File: src/rtl/hvac_pkg.sv
// hvac_pkg: shared types and constants for the HVAC sequencer.
//   hvac_state_e : FSM state encoding (IDLE=0, HEAT=1, COOL=2, LOCKOUT=3)
//   TEMP_W       : temperature input width
//   CMP_W        : width used for all temperature compares (one guard bit, no wrap)
package hvac_pkg;

    localparam int unsigned TEMP_W = 8;
    localparam int unsigned CMP_W  = TEMP_W + 1;

    typedef enum logic [1:0] {
        StIdle    = 2'd0,
        StHeat    = 2'd1,
        StCool    = 2'd2,
        StLockout = 2'd3
    } hvac_state_e;

endpackage

File: src/rtl/hvac_dwell_timer.sv
// hvac_dwell_timer: dwell counter for the HVAC sequencer.
// Clears to 0, otherwise increments each cycle and saturates at the terminal value.
// Ports:
//   clk     : system clock
//   reset   : asynchronous active-high reset
//   clr     : load 0 on the next edge (used on state entry)
//   term    : terminal value selected by the FSM
//   at_term : high while the count equals term
module hvac_dwell_timer #(
    parameter int unsigned CNT_W = 5
) (
    input  logic             clk,
    input  logic             reset,
    input  logic             clr,
    input  logic [CNT_W-1:0] term,
    output logic             at_term
);

    logic [CNT_W-1:0] cnt_q, cnt_d;

    assign at_term = (cnt_q == term);

    always_comb begin
        cnt_d = cnt_q;
        if (clr) begin
            cnt_d = '0;
        end else if (!at_term) begin
            cnt_d = cnt_q + CNT_W'(1);
        end
    end

    always_ff @(posedge clk or posedge reset) begin
        if (reset) begin
            cnt_q <= '0;
        end else begin
            cnt_q <= cnt_d;
        end
    end

endmodule

File: src/rtl/hvac_sequencer.sv
// hvac_sequencer: heater/cooler sequencer with hysteresis, minimum run time and
// compressor lockout. Heating and cooling never switch directly; every run ends in LOCKOUT.
// Optional feature macro: HVAC_ECO_SETBACK_EN (energySavingMode widens the band by ECO_BAND).
// Ports:
//   clk, reset        : clock, asynchronous active-high reset
//   enable            : master enable
//   currentTemp       : measured temperature (unsigned)
//   desiredTemp       : setpoint (unsigned)
//   windowOpen        : forces a stop and inhibits starting
//   energySavingMode  : widens the band (only with HVAC_ECO_SETBACK_EN)
//   heaterOn/coolerOn : run outputs, decoded from state
//   lockoutActive     : high in LOCKOUT
//   hvacState         : current state encoding
module hvac_sequencer
    import hvac_pkg::*;
#(
    parameter int unsigned HYST        = 2,
    parameter int unsigned MIN_RUN_CYC = 16,
    parameter int unsigned LOCKOUT_CYC = 8,
    parameter int unsigned ECO_BAND    = 2
) (
    input  logic              clk,
    input  logic              reset,
    input  logic              enable,
    input  logic [TEMP_W-1:0] currentTemp,
    input  logic [TEMP_W-1:0] desiredTemp,
    input  logic              windowOpen,
    input  logic              energySavingMode,
    output logic              heaterOn,
    output logic              coolerOn,
    output logic              lockoutActive,
    output logic [1:0]        hvacState
);

    localparam int unsigned CNT_MAX = (MIN_RUN_CYC > LOCKOUT_CYC) ? MIN_RUN_CYC : LOCKOUT_CYC;
    localparam int unsigned CNT_W   = $clog2(CNT_MAX + 1);
    localparam logic [CNT_W-1:0] RUN_TERM  = CNT_W'(MIN_RUN_CYC - 1);
    localparam logic [CNT_W-1:0] LOCK_TERM = CNT_W'(LOCKOUT_CYC - 1);

    hvac_state_e state_q, state_d;

    logic [CMP_W-1:0] cur_w, des_w, band_w;
    logic             heat_req, cool_req, heat_done, cool_done, inhibit;
    logic             cnt_clr, at_term;
    logic [CNT_W-1:0] cnt_term;

    // Zero-extend so cur+band and des+band cannot wrap.
    assign cur_w = {{(CMP_W - TEMP_W){1'b0}}, currentTemp};
    assign des_w = {{(CMP_W - TEMP_W){1'b0}}, desiredTemp};

`ifdef HVAC_ECO_SETBACK_EN
    always_comb begin
        band_w = CMP_W'(HYST);
        if (energySavingMode) begin
            band_w = CMP_W'(HYST) + CMP_W'(ECO_BAND);
        end
    end
`else
    logic unused_eco;
    assign unused_eco = energySavingMode | ECO_BAND[0];
    assign band_w     = CMP_W'(HYST);
`endif

    assign heat_req  = (cur_w + band_w) < des_w;
    assign cool_req  = cur_w > (des_w + band_w);
    assign heat_done = cur_w >= des_w;
    assign cool_done = cur_w <= des_w;
    assign inhibit   = !enable || windowOpen;

    // State register
    always_ff @(posedge clk or posedge reset) begin
        if (reset) begin
            state_q <= StIdle;
        end else begin
            state_q <= state_d;
        end
    end

    // Next-state logic
    always_comb begin
        state_d = state_q;
        unique case (state_q)
            StIdle: begin
                if (!inhibit) begin
                    if (heat_req) begin
                        state_d = StHeat;
                    end else if (cool_req) begin
                        state_d = StCool;
                    end
                end
            end
            StHeat: begin
                if (inhibit || (heat_done && at_term)) begin
                    state_d = StLockout;
                end
            end
            StCool: begin
                if (inhibit || (cool_done && at_term)) begin
                    state_d = StLockout;
                end
            end
            StLockout: begin
                if (at_term) begin
                    state_d = StIdle;
                end
            end
            default: state_d = StIdle;
        endcase
    end

    // Counter restarts from 0 on every state entry; held clear while idle.
    always_comb begin
        cnt_term = RUN_TERM;
        if (state_q == StLockout) begin
            cnt_term = LOCK_TERM;
        end
        cnt_clr = (state_d != state_q) || (state_q == StIdle);
    end

    hvac_dwell_timer #(
        .CNT_W(CNT_W)
    ) u_dwell_timer (
        .clk    (clk),
        .reset  (reset),
        .clr    (cnt_clr),
        .term   (cnt_term),
        .at_term(at_term)
    );

    // Outputs decoded from the state register only
    always_comb begin
        heaterOn      = 1'b0;
        coolerOn      = 1'b0;
        lockoutActive = 1'b0;
        hvacState     = state_q;
        unique case (state_q)
            StHeat:    heaterOn      = 1'b1;
            StCool:    coolerOn      = 1'b1;
            StLockout: lockoutActive = 1'b1;
            default:   ;
        endcase
    end

endmodule

File: config.mk
export PLATFORM = sky130hd
export DESIGN_NAME = hvac_sequencer
export DESIGN_NICKNAME = d
export VERILOG_FILES = /design/src/rtl/hvac_pkg.sv /design/src/rtl/hvac_dwell_timer.sv /design/src/rtl/hvac_sequencer.sv
export SDC_FILE = /design/constraint.sdc
export NUM_CORES = 1
export LEC_CHECK = 0
export ABC_CLOCK_PERIOD_IN_PS = 1800
export CAP_MARGIN = 25
export CORE_MARGIN = 10
export CORE_UTILIZATION = 40
export DETAILED_ROUTE_END_ITERATION = 10
export PLACE_DENSITY_LB_ADDON = 0.08
export REMOVE_ABC_BUFFERS = 1
export SLEW_MARGIN = 25
export SYNTH_ARGS = -nofsm -noshare
export SYNTH_HDL_FRONTEND = slang
export SYNTH_SLANG_ARGS = --single-unit
File: constraint.sdc
create_clock -name clk -period 1.8 [get_ports clk]
set_input_delay 0.45 -clock clk [delete_from_list [all_inputs] [get_ports clk]]
set_output_delay 0.45 -clock clk [all_outputs]
set_load 0.02 [all_outputs]
### Word level (Yosys, flattened, before mapping)

Index checks and enable logic that the tools add are counted.

| cells by class | value |
|---|---|
| eq/ne operators | 6 |
| reductions and logical operators | 8 |
| multiply operators | 0 |
| multiplexer cells | 13 |
| div/mod/pow operators | 0 |
| shifts and indexed selects | 0 |
| $lt $le $gt $ge | 4 |
| bitwise gates (word level) | 0 |
| add/subtract/negate cells | 3 |

Operator list:

| kind | number |
|---|---|
| $add A8 B2 Y9 const B | 2 |
| $mux W2 | 6 |
| $mux W5 | 2 |
| $gt A8 B9 Y1 | 1 |
| $lt A9 B8 Y1 | 1 |
| $ge A8 B8 Y1 | 1 |
| $le A8 B8 Y1 | 1 |
| $pmux W2 S4 | 1 |
| $add A5 B1 Y5 const B | 1 |
| $eq A5 B4 Y1 | 1 |
| $eq A2 B2 Y1 const B | 2 |
| $logic_or A1 B1 Y1 | 4 |
| $mux W4 | 1 |
| $mux W1 | 3 |
| $eq A2 B1 Y1 const B | 1 |
| $logic_and A1 B1 Y1 | 2 |
| $logic_not A2 Y1 | 1 |
| $ne A2 B2 Y1 | 1 |
| $ne A2 B2 Y1 const B | 1 |
| $logic_not A1 Y1 | 1 |

| storage, ports and cells | value |
|---|---|
| memory bits (writable) | 0 |
| register bits | 7 |
| memory bits (read-only) | 0 |
| word-level logic and storage cells | 36 |
| latch bits | 0 |
| input bits | 21 |
| memories kept | 0 |

### Longest topological paths before layout

| depth | value |
|---|---|
| depth after elaboration | 10 |
| gate-level depth with buffers | 10 |

### Modules after synthesis

Synthesis repeated with hierarchy kept, for this count alone.

| second synthesis, totals | value |
|---|---|
| cell total of the unflattened synthesis | 161 |
| area, all modules | 1332.5 um^2 |

By module, submodules not included:

| module | seq. area each (um^2) | instances | cells an instance | area each (um^2) |
|---|---|---|---|---|
| hvac_sequencer | 50.0 | 1 | 118 | 918.4 |
| hvac_dwell_timer | 125.1 | 1 | 43 | 414.1 |

### Worst setup path before layout

OpenSTA, ideal clock, no wires.

| path | value |
|---|---|
| kind | input port to flip-flop |
| from | input currentTemp[1] |
| to | register u_dwell_timer.cnt_q[0] |
| arrival | 2.055 ns |
| stages on the path | 9 |
| setup slack | -0.387 ns |
| cell sequence | ha_1 -> xor2_1 -> ha_1 -> a211o_1 -> a21oi_1 -> o21a_1 -> o21ai_0 -> o311ai_4 -> nor2_1 |

| on the way | value |
|---|---|
| cells in the longest elaborated chain, start to end | 8 |

RTL lines:

| item | RTL line | text |
|---|---|---|
| start: declaration | hvac_sequencer.sv:25 | `input logic [TEMP_W-1:0] currentTemp,` |
| $add A8 B2 Y9, or another cell as far along | hvac_sequencer.sv:64 | `assign heat_req = (cur_w + band_w) < des_w;` |
| $lt A9 B8 Y1, or another cell as far along | hvac_sequencer.sv:64 |  |
| $mux W2, or another cell as far along | hvac_sequencer.sv:85 | `if (heat_req) begin` |
| $mux W2 (on tied branches) | hvac_sequencer.sv:84, hvac_sequencer.sv:93, hvac_sequencer.sv:98 |  |
| $pmux W2 S4 (*) | hvac_sequencer.sv:82 | `unique case (state_q)` |
| $ne A2 B2 Y1 (*) | hvac_sequencer.sv:117 | `cnt_clr = (state_d != state_q) \|\| (state_q == StIdle);` |
| $logic_or A1 B1 Y1 (*) | hvac_sequencer.sv:117 |  |
| $ne A2 B2 Y1 (no source line) / $mux W5 (equally long branches) | n/a |  |
| end signal: assignment | hvac_dwell_timer.sv:36 | `cnt_q <= cnt_d;` |
| end: declaration | hvac_dwell_timer.sv:19 | `logic [CNT_W-1:0] cnt_q, cnt_d;` |

Mark *: on every way between the ends. The rest lies on a longest branch, timed or not.
A chain may end at the register's enable or synchronous reset.

### Worst setup path in the final report

| path | value |
|---|---|
| from | input currentTemp[1] |
| to | register u_dwell_timer.cnt_q[2] |

The elaborated chain is that of the path after synthesis.

==> impl_metrics.ini <==
[worst_setup_path]
r2r_start = u_dwell_timer.cnt_q[1]
start_kind = input pin
path_max_fanout = 4
worstSetupPathType = input pin to flop
r2r_slack_ns = -0.03
cp-end-kind = flop
cpLargestDelayFamily = compound AO/OA/AOI/OAI gates
crit_cells = 10
cp_slowest_cell = o311ai_4
r2r-end = u_dwell_timer.cnt_q[2]
path_buf_inv = 1
cp_cell_sequence = buf_6, ha_4, xor2_1, ha_1, a211o_1, a21oi_1, o21a_1, o21ai_2, o311ai_4, nor2_1
reg2reg_depth = 6
cp.required_ns = 1.92
critPathLaunch = currentTemp[1]
critPathMaxStageDelay_ns = 0.33
arrival_ns = 2.17
cp-endpoint = u_dwell_timer.cnt_q[2]

[power]
netSwitchingPower_uw = 632.1
powerDensity_nw_per_um2 = 672.3
seq_power_share = 0.206
p_int_uw = 802.9
peakVddDrop_uv = 476.7
power.leakage_uw = 0.0009596
clkPwrFrac = 0.104
pwr-share-comb = 0.690
swShare = 0.4405

[floorplan]
ios = 26
die_area_um2 = 5748
core.rowCount = 20
die_x_um = 75.82
die_h_um = 75.82
core_um2 = 3028
initial_core_util = 0.4116

[cells_and_area]
drive_gt1_frac = 0.4864
fin_util = 0.7050
final_common_cell = buf_4
diodes = 0
nFillCells = 230
final_area_um2 = 2135
area_growth_pct = 71.29
mostFrequentLayoutCells = buf_4, ha_1, nand2_1, inv_1
layout.nets = 267

[clock_network]
cts_tree = yes
clk_pin_slew_worst_paths_ns = 0.06
clk-insertion-delay-late_ns = 0.25
cts_buffers = 3
clkSinkCount = 7
root_buffer = clkbuf_4
htree_num_levels = 1
ctsLongestPathBuffers = 2

[timing]
layout_setup_ws_ns = -0.2490
period_needed_ns = 2.049
finalClockSkew_ns = 0.002963
hold_viol = 0
slew_headroom = 0.7241
worst_pin_slew_ns = 0.4101
period_share = 1.138
fmax_mhz = 488.0
rsz0062_at_grt = true
setup_violations = 9
slew_viol_final = 0
final.setup.tns_ns = -1.638

[global_routing]
grt_pass1_vias = 1404
antenna_found_initial = 0
grt_pass1_wl_um = 6762
grt_max_degree = 10
grt_overflow = 0
grt_use_total = 0.1518

[yosys]
synth_xor_area_frac = 0.07731
synthMuxAreaShare = 0
ys_seq_area_frac = 0.1406
yosysUniqueCellTypes = 38
synth-async-reset-ratio = 1.000
synth_area_um2 = 1246
syn_area_per_cell_um2 = 8.308
synth-simple-area-share = 0.2259
synth_compound_area_frac = 0.2510
synth_ff_type = dfrtp_1
syn_inst = 150
synth-seq-cells = 7
synth-adder-area-share = 0.2510
synth_top_family_by_area = compound AO/OA/AOI/OAI gates
yosys_warnings = 0
synth-edff-count = 0

[drt]
drc = 0
initialDrtViolationCount = 67
dr.pass1.iters = 4
wire_per_inst_um = 15.92
num_vias = 1423
viasPerCell = 5.390
drt_wl_total_um = 4204
drtAntennaViolNets = 0

[run]
cap_violations = 0

[place]
place_ws_ns = -1.118
portBuffers = 24
routabilityCongestion = 0.8311
dpl.hpwl_um = 3246
place_area_um2 = 1778

[run_status]
status = finished with violations
violations = negative setup slack

[min_path]
hp-class = input pin to async pin
-- area by class of cell --
cell class	count	area (um^2)	area share
Sequential cell	7	176.4	0.08265
Multi-Input combinational cell	127	1275	0.5973
Clock buffer	4	26.28	0.01231
Tap cell	44	55.05	0.02579
Timing Repair Buffer	67	545.5	0.2556
Inverter	15	56.30	0.02638
-- cell families after synthesis --
kind of cell    after synthesis
compound gates               37
flops                         7
simple gates                 54
xor+xnor                     11
fa+ha+maj                    25
buf+inv                      16
-- metrics by stage --
stage	hold WS (ns)	total power, uW	cells
4_1_cts	0.4424	1391	258
5_1_grt	0.4528	1555	264
3_3_place_gp	0.5419	1164	250
6_report	0.4339	1435	264
2_1_floorplan	0.2534	810.4	149
3_5_place_dp	0.5819	1196	250
-- synthesized netlist by cell type (all sizes together), types with 4 or more instances --
cell type	number	area, um^2
a21oi	10	61.31
dfrtp	7	175.2
ha	25	312.8
inv	15	56.30
nand2	10	37.54
nand3	16	80.08
nor2	10	40.04
nor3	4	20.02
o211ai	5	51.30
o21ai	5	25.02
xnor2	10	87.58
-- power by group through the flow --
stage                     clock network [uW]  registers [uW]  logic, uW
after floorplan                            0             303        508
after global placement                     0             289        875
after detailed placement                   0             297        899
after CTS                                146             296        949
after global routing                     161             306       1090
final                                    149             296        991
-- what timing repair did --
item                                    in CTS  in global routing
resized for setup                          102                 14
setup buffers                                5                  6
pin swaps                                   33                 31
hold endpoints to repair                     0                  0
hold buffers                                 0                  0
endpoints found under the setup margin      12                 10
-- sequential cells by signal (all words and copies together), names as in the netlist --
name                 cells
hvacState                2
u_dwell_timer.cnt_q      5
-- worst min path at each step --
stage	start	endpoint	slack, ns	cells past startpoint
2_1_floorplan	reset	hvacState[0]	0.25	1
3_3_place_gp	u_dwell_timer.cnt_q[1]	u_dwell_timer.cnt_q[1]	0.54	2
3_5_place_dp	u_dwell_timer.cnt_q[1]	u_dwell_timer.cnt_q[1]	0.58	2
4_1_cts	reset	u_dwell_timer.cnt_q[0]	0.44	2
5_1_grt	reset	u_dwell_timer.cnt_q[3]	0.45	2
6_report	reset	u_dwell_timer.cnt_q[1]	0.43	2
-- per-layer routing --
| metal | global-route usage | vias up | part of all wire |
|---|---|---|---|
| li1 | - | 697 | - |
| met1 | 0.2112 | 676 | 0.45 |
| met2 | 0.2406 | 44 | 0.48 |
| met3 | 0.02474 | 6 | 0.059 |
| met4 | 0.02680 | 0 | 0.0088 |
| met5 | 0 | - | 0 |
Power figures use the tool's default switching activity.
